[src/rtl/column_scheduler_if.sv]
// Handshake bundle between the game controller and the three falling-letter columns.
// The scheduler takes the master side; the board/columns take the slave side.
interface column_scheduler_if;
  logic       start;
  logic [2:0] game_over;
  logic [2:0] correct;
  logic [2:0] column_reset;
  logic [2:0] column_enable;
  logic [7:0] score;
  logic [1:0] level;
  logic [1:0] state;

  modport master (
    input  start, game_over, correct,
    output column_reset, column_enable, score, level, state
  );

  modport slave (
    output start, game_over, correct,
    input  column_reset, column_enable, score, level, state
  );
endinterface

[src/rtl/column_scheduler.sv]
// Game controller: launches three columns staggered by LAUNCH_GAP cycles, re-arms a column
// on each correct answer, keeps a saturating score/level and freezes play on game over.
module column_scheduler #(
  parameter int LAUNCH_GAP = 50_000_000,
  parameter int LEVEL_STEP = 8
) (
  input  logic                       clock,
  input  logic                       reset_n,
  column_scheduler_if.master         bus
);

  localparam int GAP_W     = (LAUNCH_GAP > 1) ? $clog2(LAUNCH_GAP) : 1;
  localparam int LVL_SHIFT = $clog2(LEVEL_STEP);
  localparam logic [GAP_W-1:0] GAP_LAST = GAP_W'(LAUNCH_GAP - 1);

  typedef enum logic [1:0] {
    ST_IDLE   = 2'd0,
    ST_LAUNCH = 2'd1,
    ST_RUN    = 2'd2,
    ST_OVER   = 2'd3
  } state_e;

  state_e           state_q;
  logic [GAP_W-1:0] gap_q;
  logic [1:0]       launch_idx_q;
  logic [2:0]       correct_hist_q;
  logic [2:0]       col_reset_q;
  logic [2:0]       col_en_q;
  logic [7:0]       score_q;
  logic [1:0]       level_q;

  logic [2:0] correct_rise;
  logic       over_hit;
  logic       launch_now;
  logic [2:0] launch_mask;
  logic [9:0] rise_cnt;
  logic [9:0] score_sum;
  logic [7:0] score_d;
  logic [7:0] level_shifted;
  logic [1:0] level_d;

  // NOTE: every always_comb output gets a default first so no path leaves it unassigned (no latch).
  always_comb begin
    correct_rise  = '0;
    over_hit      = 1'b0;
    launch_now    = 1'b0;
    launch_mask   = '0;
    rise_cnt      = '0;
    score_sum     = '0;
    score_d       = '0;
    level_shifted = '0;
    level_d       = '0;

    // Only rising edges on columns that are already live count as answers.
    correct_rise = bus.correct & ~correct_hist_q & col_en_q;
    over_hit     = |(bus.game_over & col_en_q);

    launch_now  = (state_q == ST_LAUNCH) && (gap_q == GAP_LAST);
    launch_mask = launch_now ? (3'b001 << launch_idx_q) : 3'b000;

    rise_cnt  = 10'(correct_rise[0]) + 10'(correct_rise[1]) + 10'(correct_rise[2]);
    score_sum = {2'b00, score_q} + rise_cnt;
    score_d   = (score_sum > 10'd255) ? 8'hFF : score_sum[7:0];

    level_shifted = score_d >> LVL_SHIFT;
    level_d       = (level_shifted > 8'd3) ? 2'd3 : level_shifted[1:0];
  end

  // NOTE: all state and registered outputs use non-blocking assignments so every register
  // samples the pre-edge values regardless of statement order.
  always_ff @(posedge clock) begin
    if (!reset_n) begin
      state_q        <= ST_IDLE;
      gap_q          <= '0;
      launch_idx_q   <= '0;
      correct_hist_q <= '0;
      col_reset_q    <= '0;
      col_en_q       <= '0;
      score_q        <= '0;
      level_q        <= '0;
    end else begin
      correct_hist_q <= bus.correct;
      col_reset_q    <= '0;

      case (state_q)
        ST_IDLE, ST_OVER: begin
          if (bus.start) begin
            state_q      <= ST_LAUNCH;
            score_q      <= '0;
            level_q      <= '0;
            col_reset_q  <= 3'b001;
            col_en_q     <= 3'b001;
            gap_q        <= '0;
            launch_idx_q <= 2'd1;
          end
        end

        ST_LAUNCH, ST_RUN: begin
          if (over_hit) begin
            // Game over wins over any same-cycle answer or launch.
            state_q  <= ST_OVER;
            col_en_q <= '0;
          end else begin
            col_reset_q <= correct_rise | launch_mask;
            col_en_q    <= col_en_q | launch_mask;
            score_q     <= score_d;
            level_q     <= level_d;

            if (state_q == ST_LAUNCH) begin
              if (launch_now) begin
                gap_q        <= '0;
                launch_idx_q <= launch_idx_q + 2'd1;
                if (launch_idx_q == 2'd2) begin
                  state_q <= ST_RUN;
                end
              end else begin
                gap_q <= gap_q + GAP_W'(1);
              end
            end
          end
        end

        default: state_q <= ST_IDLE;
      endcase
    end
  end

  assign bus.column_reset  = col_reset_q;
  assign bus.column_enable = col_en_q;
  assign bus.score         = score_q;
  assign bus.level         = level_q;
  assign bus.state         = state_q;

endmodule
[src/flat_wrapper.sv]
// flat-port wrapper written by rule: the top's interface ports become plain ports
module column_scheduler_flat 
#(
  parameter int LAUNCH_GAP = 50_000_000,
  parameter int LEVEL_STEP = 8
)
  (clock, reset_n, bus_start, bus_game_over, bus_correct, bus_column_reset, bus_column_enable, bus_score, bus_level, bus_state);
  column_scheduler_if bus_i ();
  input  logic clock;
  input  logic reset_n;
  input wire logic [$bits(bus_i.start)-1:0] bus_start;
  input wire logic [$bits(bus_i.game_over)-1:0] bus_game_over;
  input wire logic [$bits(bus_i.correct)-1:0] bus_correct;
  output wire logic [$bits(bus_i.column_reset)-1:0] bus_column_reset;
  output wire logic [$bits(bus_i.column_enable)-1:0] bus_column_enable;
  output wire logic [$bits(bus_i.score)-1:0] bus_score;
  output wire logic [$bits(bus_i.level)-1:0] bus_level;
  output wire logic [$bits(bus_i.state)-1:0] bus_state;
  assign bus_i.start = bus_start;
  assign bus_i.game_over = bus_game_over;
  assign bus_i.correct = bus_correct;
  assign bus_column_reset = bus_i.column_reset;
  assign bus_column_enable = bus_i.column_enable;
  assign bus_score = bus_i.score;
  assign bus_level = bus_i.level;
  assign bus_state = bus_i.state;
  column_scheduler #(.LAUNCH_GAP(LAUNCH_GAP), .LEVEL_STEP(LEVEL_STEP)) u_core (.clock(clock), .reset_n(reset_n), .bus(bus_i));
endmodule
[config.mk]
export PLATFORM = sky130hd
export DESIGN_NAME = column_scheduler_flat
export DESIGN_NICKNAME = d
export VERILOG_FILES = /design/src/rtl/column_scheduler_if.sv /design/src/rtl/column_scheduler.sv /design/src/flat_wrapper.sv
export SDC_FILE = /design/constraint.sdc
export NUM_CORES = 1
export LEC_CHECK = 0
export CAP_MARGIN = 40
export CORE_MARGIN = 3
export CORE_UTILIZATION = 59
export CTS_BUF_LIST = sky130_fd_sc_hd__clkbuf_8
export DETAILED_ROUTE_END_ITERATION = 7
export PLACE_DENSITY = 0.82
export SLEW_MARGIN = 15
export SYNTH_ARGS = -nofsm -noshare
export SYNTH_HDL_FRONTEND = slang
export SYNTH_SLANG_ARGS = --single-unit
[constraint.sdc]
create_clock -name clock -period 3.5 [get_ports clock]
set_input_delay 0.7 -clock clock [delete_from_list [all_inputs] [get_ports clock]]
set_output_delay 0.7 -clock clock [all_outputs]
set_load 0.05 [all_outputs]
Word-level counts from Yosys, hierarchy flattened
Cells that the tools add are included.
{"block": "classes", "add_sub_neg": 5, "n_lt_le_gt_ge": 2, "n_eq_ne": 12, "shifts": 1, "muxes": 30, "n_bitwise": 6, "n_reduce_logical": 9}
{"cell": "26-bit two-way mux", "count": 4}
{"cell": "26-bit one-hot mux with 2 select lines", "count": 1}
{"cell": "26-bit by 1-bit adder with 26-bit output (second input constant)", "count": 1}
{"cell": "26-bit equality test (second input constant)", "count": 1}
{"cell": "8-bit two-way mux", "count": 3}
{"cell": "2-bit two-way mux", "count": 11}
{"cell": "8-bit one-hot mux with 2 select lines", "count": 1}
{"cell": "3-bit two-way mux", "count": 4}
{"cell": "2-bit one-hot mux with 2 select lines", "count": 3}
{"cell": "3-bit one-hot mux with 2 select lines", "count": 2}
{"cell": "10-bit by 1-bit adder with 10-bit output", "count": 1}
{"cell": "8-bit by 10-bit adder with 10-bit output", "count": 1}
{"cell": "10-bit by 8-bit > comparator with 1-bit output (second input constant)", "count": 1}
{"cell": "3-bit bitwise AND", "count": 3}
{"cell": "3-bit by 1-bit inequality test with 1-bit output (second input constant)", "count": 3}
{"cell": "4-bit AND reduction", "count": 2}
{"cell": "2-bit equality test (second input constant)", "count": 3}
{"cell": "3-bit OR", "count": 2}
{"cell": "5-bit by 2-bit > comparator with 1-bit output (second input constant)", "count": 1}
{"cell": "2-bit by 1-bit inequality test with 1-bit output (second input constant)", "count": 2}
{"cell": "2-bit inequality test (second input constant)", "count": 2}
{"cell": "2-bit OR reduction", "count": 2}
{"cell": "3-bit NOT", "count": 1}
{"cell": "3-bit AND reduction", "count": 1}
{"cell": "9 further kinds", "count": 9}
{"block": "totals", "regBits": 49, "inputBits": 9, "out_inout_bits": 18, "elab_cells": 73}

Depth between registers and ports, before layout
Gate-level depths: netlist of the first run.
{"block": "depth", "ltp_word": 12, "depth_mapped": 10, "ltp_nobuf": 10}

Worst setup path before layout of the first run
No wires, ideal clock.
{"block": "synth_timing", "path_type": "input port to flip-flop", "startpoint": "input port bus_correct[0]", "endpoint": "register u_core.score_q[1], in the netlist u_core.bus.score[1]", "setup_ps": 68, "t_arrival_ps": 2673, "t_required_ps": 3432, "slack_ps": 759, "cell_stages": 10, "n_path_buf": 0, "cell_sequence": "and3b_2 -> ha_1 -> fa_1 -> inv_1 -> fa_1 -> nand2b_1 -> nor2b_1 -> nand3_1 -> a21o_2 -> o21ai_2"}
{"block": "synth_via", "elab_chain_cells": 9}
{"element": "start, declared", "line_no": "flat_wrapper.sv:13", "text": "input wire logic [$bits(bus_i.correct)-1:0] bus_correct;"}
{"element": "3-bit bitwise AND (*) (2 in series)", "line_no": "column_scheduler.sv:55", "text": "correct_rise = bus.correct & ~correct_hist_q & col_en_q;"}
{"element": "1-bit by 1-bit adder with 2-bit output (*)", "line_no": "column_scheduler.sv:61", "text": "rise_cnt = 10'(correct_rise[0]) + 10'(correct_rise[1]) + 10'(correct_rise[2]);"}
{"element": "10-bit by 1-bit adder with 10-bit output (*)", "line_no": "column_scheduler.sv:61"}
{"element": "8-bit by 10-bit adder with 10-bit output (*)", "line_no": "column_scheduler.sv:62", "text": "score_sum = {2'b00, score_q} + rise_cnt;"}
{"element": "10-bit by 8-bit > comparator with 1-bit output", "line_no": "column_scheduler.sv:63", "text": "score_d = (score_sum > 10'd255) ? 8'hFF : score_sum[7:0];"}
{"element": "8-bit two-way mux (*)", "line_no": "column_scheduler.sv:63"}
{"element": "8-bit two-way mux (*)", "line_no": "column_scheduler.sv:99", "text": "if (over_hit) begin"}
{"element": "8-bit one-hot mux with 2 select lines (*)", "line_no": "column_scheduler.sv:85", "text": "case (state_q)"}
{"element": "end signal, assigned", "line_no": "column_scheduler.sv:106", "text": "score_q <= score_d;"}
{"element": "end, declared", "line_no": "column_scheduler.sv:29", "text": "logic [7:0] score_q;"}
Mark *: on every way between the ends. The rest lies on a longest branch, timed or not. The select of a mux whose other input is x is not followed.
A chain may end at the register's enable or synchronous reset.

Worst setup path in the final report of the first run
Same ends and word-level chain as after synthesis.

==> reports/results.txt, run 1 <==
The dominant synthesized flop cell was sky130_fd_sc_hd__dfxtp_1. Setup repair after global routing left no endpoint under its margin. The share of cells above drive strength 1 was 0.06442. When the netlist entered floorplanning its net count stood at 324. The number of primary I/O pins is 27. Cell area power density: 401.3 nW/um^2.

The first TritonRoute pass finished after 5 iterations. Share of the clock period used by the worst path after layout: 0.8658. The worst path needs 3.030 ns of the cycle, external delays included. After detailed routing, the number of remaining DRC violations is 0. For this design the static power due to leakage is 0.9774 nW.

0 antenna diodes ended up in the layout. On the final layout, the worst clock skew is 0.007333 ns. The achievable clock frequency is 330.0 MHz, and the met2 track demand over resource in global routing is 0.3387.

Met3 demand-to-capacity share in global routing: 0.04155. In the routed layout, each cell is associated on average with a via count of 5.923. Entering global routing, the biggest net connects 31 pins.

At the end of routability-driven placement, the weighted congestion stood at 0.9239. The net count of the finished layout is 344. After global routing, the most crowded layer is met2. The number of flip-flops and latches in the synthesized netlist was 49. The post-cts hold buffer count came out at 0. For the starting density of the core, the log shows 0.6321.

Setup slack closes at 0.4697 ns. The floorplan has 23 rows. At the pin with the least slew margin, the transition time is 0.7207 ns. The launch point of the critical path is bus_correct[0]. The first global-routing pass estimated 9315 um of wire.

The run gives 0 as the number of endpoints with negative hold slack in the final report. Buffers added to address setup during post-CTS repair amount to 0. At the later pin of the worst-skew pair, clock insertion delay measures 0.31 ns. Cell chosen for the clock root: sky130_fd_sc_hd__clkbuf_8. IR analysis of the VDD net gives a maximum drop of 386.6 uV. For the worst setup path, the data required time is 3.74 ns.

Clock tree synthesis inserted a total of 5 buffers. The aggregate negative setup slack is 0 ns. For the worst flop-to-flop path, the logic depth is 10. In this run the standard cell core region covers 4115 sq um.

Number of antenna violations at the first check in global routing: 0. The cell area that synthesis handed to floorplanning was 2601 sq um. The library cells used most frequently in the layout, excluding fill and tap cells, are sky130_fd_sc_hd__dfxtp_1 (49), sky130_fd_sc_hd__nor2_1 (34), sky130_fd_sc_hd__clkdlybuf4s50_1 (26). Dividing the detail-routed wire length by the instance count gives 14.78 um.

Once detail routing completed, the nets flagged for antenna violations numbered 0. The flow ran to the end, and the final reports show no timing, DRC or antenna violations. The min-delay analysis places its worst path in the category reg2reg. The aggregate global-route resource usage was 0.2217. Sort of element at the end of the critical path: a flip-flop. The post-route standard cell area excluding fillers is 2947 sq um, and the average cell area after synthesis is 8.529 sq um.

Of all nets on the critical path, the largest fanout is 5. Timing analysis after detailed placement gives a worst setup slack of 0.1779 ns. The tools report the number of library cell types mapped by synthesis as 58.

The endpoint identified for the worst register-to-register timing path is u_core.bus.score[1]. TritonCTS built the clock tree. The y dimension of the die came out at 72.40 um. The die area was 5242 sq um; the final count of negative-setup-slack endpoints was 0.

In this run the tool buffered the top-level ports with 26 buffer cells. In this run the number of H-tree levels came out at 2. The overflow left after global routing was 0; the slack of the worst reg-to-reg path was 0.91 ns. The launch point of the worst reg-to-reg path is u_core.bus.column_enable[0]. The synthesized instance count is 305, and the placement-stage cell area is 2845 sq um. Compared with the post-synthesis result, the final layout area differs by 13.28%. The async set or reset register ratio after synthesis was 0. The run gives 333 as the filler cell count in the final layout. The tools report the max-slew violation count as 0. The number of clock sinks was 49.

The number of flops mapped to enable cells by yosys is 0. For the number of cells upsized or downsized after cts, the log shows 0. The logs give 3.27 ns for the data arrival time of the critical path and 151 for the iteration-0 DRC count of the detailed router. By startpoint and endpoint, the worst setup path is classified as in2reg.

The run gives 5556 um as the total wire length after detailed routing. In this run the worst setup path terminates at u_core.bus.score[1]. Met1 track demand over resource in global routing: 0.3127.

Startpoint type of the worst setup path: a primary input. For the via count of the first global-routing pass, the log shows 2001. The post-CTS clock slew at the launch and capture registers of the worst setup and hold paths works out to 0.09 ns.

The tools report the worst relative slew slack as 0.5180. The number of vias after detailed routing came out at 2227. The wire-length estimate of the detail-placed layout is 3861 um. The tools report the share of synthesized area occupied by flip-flops and latches as 0.3771. The run gives 0 as the number of max-capacitance violations reported. The library cell used most frequently in the layout, excluding fill and tap cells, is sky130_fd_sc_hd__dfxtp_1. From left edge to right edge, the die measures 72.40 um. No sink is reached through more buffers than the 2 on the longest clock path.

The tools report the count of yosys warnings during synthesis as 0.
-- worst max-delay path, stage by stage --
cell,delay (ns)
sky130_fd_sc_hd__clkdlybuf4s50_1,0.41
sky130_fd_sc_hd__and3b_2,0.22
sky130_fd_sc_hd__ha_1,0.29
sky130_fd_sc_hd__fa_1,0.19
sky130_fd_sc_hd__inv_1,0.05
sky130_fd_sc_hd__fa_1,0.42
sky130_fd_sc_hd__nand2b_1,0.20
sky130_fd_sc_hd__nor2b_1,0.23
sky130_fd_sc_hd__nand3_1,0.23
sky130_fd_sc_hd__a21o_2,0.27
sky130_fd_sc_hd__o21ai_2,0.04
-- cells in the mapped netlist, types with 2 or more instances --
cell type / number / share of area
sky130_fd_sc_hd__nor2b_1: 2 / 0.0048
sky130_fd_sc_hd__inv_1: 13 / 0.019
sky130_fd_sc_hd__clkbuf_1: 6 / 0.0087
sky130_fd_sc_hd__nand4_1: 5 / 0.012
sky130_fd_sc_hd__o21ai_0: 12 / 0.023
sky130_fd_sc_hd__a21boi_0: 3 / 0.0087
sky130_fd_sc_hd__nor4_1: 12 / 0.029
sky130_fd_sc_hd__nor3_1: 13 / 0.025
sky130_fd_sc_hd__and3b_1: 2 / 0.0067
sky130_fd_sc_hd__buf_2: 4 / 0.0077
sky130_fd_sc_hd__fa_1: 2 / 0.015
sky130_fd_sc_hd__a21o_1: 2 / 0.0058
sky130_fd_sc_hd__nand2_1: 22 / 0.032
sky130_fd_sc_hd__a41oi_1: 2 / 0.0067
sky130_fd_sc_hd__ha_1: 8 / 0.038
sky130_fd_sc_hd__nor2_1: 34 / 0.049
sky130_fd_sc_hd__xnor2_1: 24 / 0.081
sky130_fd_sc_hd__dfxtp_1: 49 / 0.38
sky130_fd_sc_hd__and3_1: 5 / 0.012
sky130_fd_sc_hd__nand3_1: 17 / 0.033
sky130_fd_sc_hd__a21oi_1: 17 / 0.033
sky130_fd_sc_hd__and4_1: 6 / 0.020
sky130_fd_sc_hd__buf_6: 3 / 0.013
sky130_fd_sc_hd__and2_1: 6 / 0.014
sky130_fd_sc_hd__nor4bb_1: 2 / 0.0077
sky130_fd_sc_hd__o211ai_1: 2 / 0.0058
-- metrics by stage --
stage          hold slack [ns]  total power, mW  utilization  cells
2_1_floorplan           0.4608           0.7719            -    305
3_3_place_gp            0.4795           0.8213       0.6914    368
3_5_place_dp            0.4952           0.8246       0.6914    368
4_1_cts                 0.5076            1.188       0.7160    376
5_1_grt                 0.5687            1.229       0.7160    376
6_report                0.5060            1.182       0.7160    376
-- how the worst min path moves through the flow --
stage                                      startpoint                           to  slack [ns]  depth (start not counted)
after global placement                u_core.gap_q[1]              u_core.gap_q[1]        0.48                          2
after global routing      u_core.bus.column_enable[2]  u_core.bus.column_enable[2]        0.57                          2
final                          u_core.launch_idx_q[1]       u_core.launch_idx_q[1]        0.51                          2
after detailed placement              u_core.gap_q[1]              u_core.gap_q[1]        0.50                          2
after floorplan                       u_core.gap_q[1]              u_core.gap_q[1]        0.46                          2
after CTS                             u_core.gap_q[1]              u_core.gap_q[1]        0.51                          2
-- state kept, by name, summed over array words and instances, names as in the netlist --
signal,flops
u_core.launch_idx_q,2
u_core.bus.score,8
u_core.bus.column_enable,3
u_core.gap_q,26
u_core.bus.level,2
u_core.correct_hist_q,3
u_core.bus.state,2
u_core.bus.column_reset,3
-- power breakdown --
part / leakage (nW) / switching, mW / internal, mW
combinational: 0.526 / 0.154 / 0.0737
clock: 0.0542 / 0.190 / 0.179
sequential: 0.397 / 0.0126 / 0.572
total: 0.977 / 0.358 / 0.825
-- layout make-up --
class | count | area [sq um] | area share
clock inverters | 1 | 5.005 | 0.001699
well taps | 50 | 62.56 | 0.02123
clock buffers | 7 | 96.34 | 0.03270
inverters | 13 | 48.80 | 0.01656
multi-input cells | 228 | 1478 | 0.5015
repair buffers | 28 | 275.3 | 0.09342
flip-flops and latches | 49 | 980.9 | 0.3329
-- logic make-up (layout without fill, tap and decap cells) --
kind of cell,Yosys count,in the layout,synth area share
simple gates,138,138,0.2867
compound gates,54,54,0.1366
xor+xnor,25,25,0.08418
flops,49,49,0.3771
fa+ha+maj,10,10,0.05387
buf+inv,28,49,0.05724
mux,1,1,0.004329
-- layer usage --
metal	vias to the layer above	wire [um]
met5	-	0
met4	0	83
met3	8	291
met2	63	2535
met1	1041	2645
li1	1115	-
No activity file was read; power rests on OpenSTA's default activity.
==> run 2, diff against run 1 <==
- SLEW_MARGIN: 15 -> 20
==> results of run 2 <==
Same layout as run 1: the final DEF is identical, and so are final timing and power.
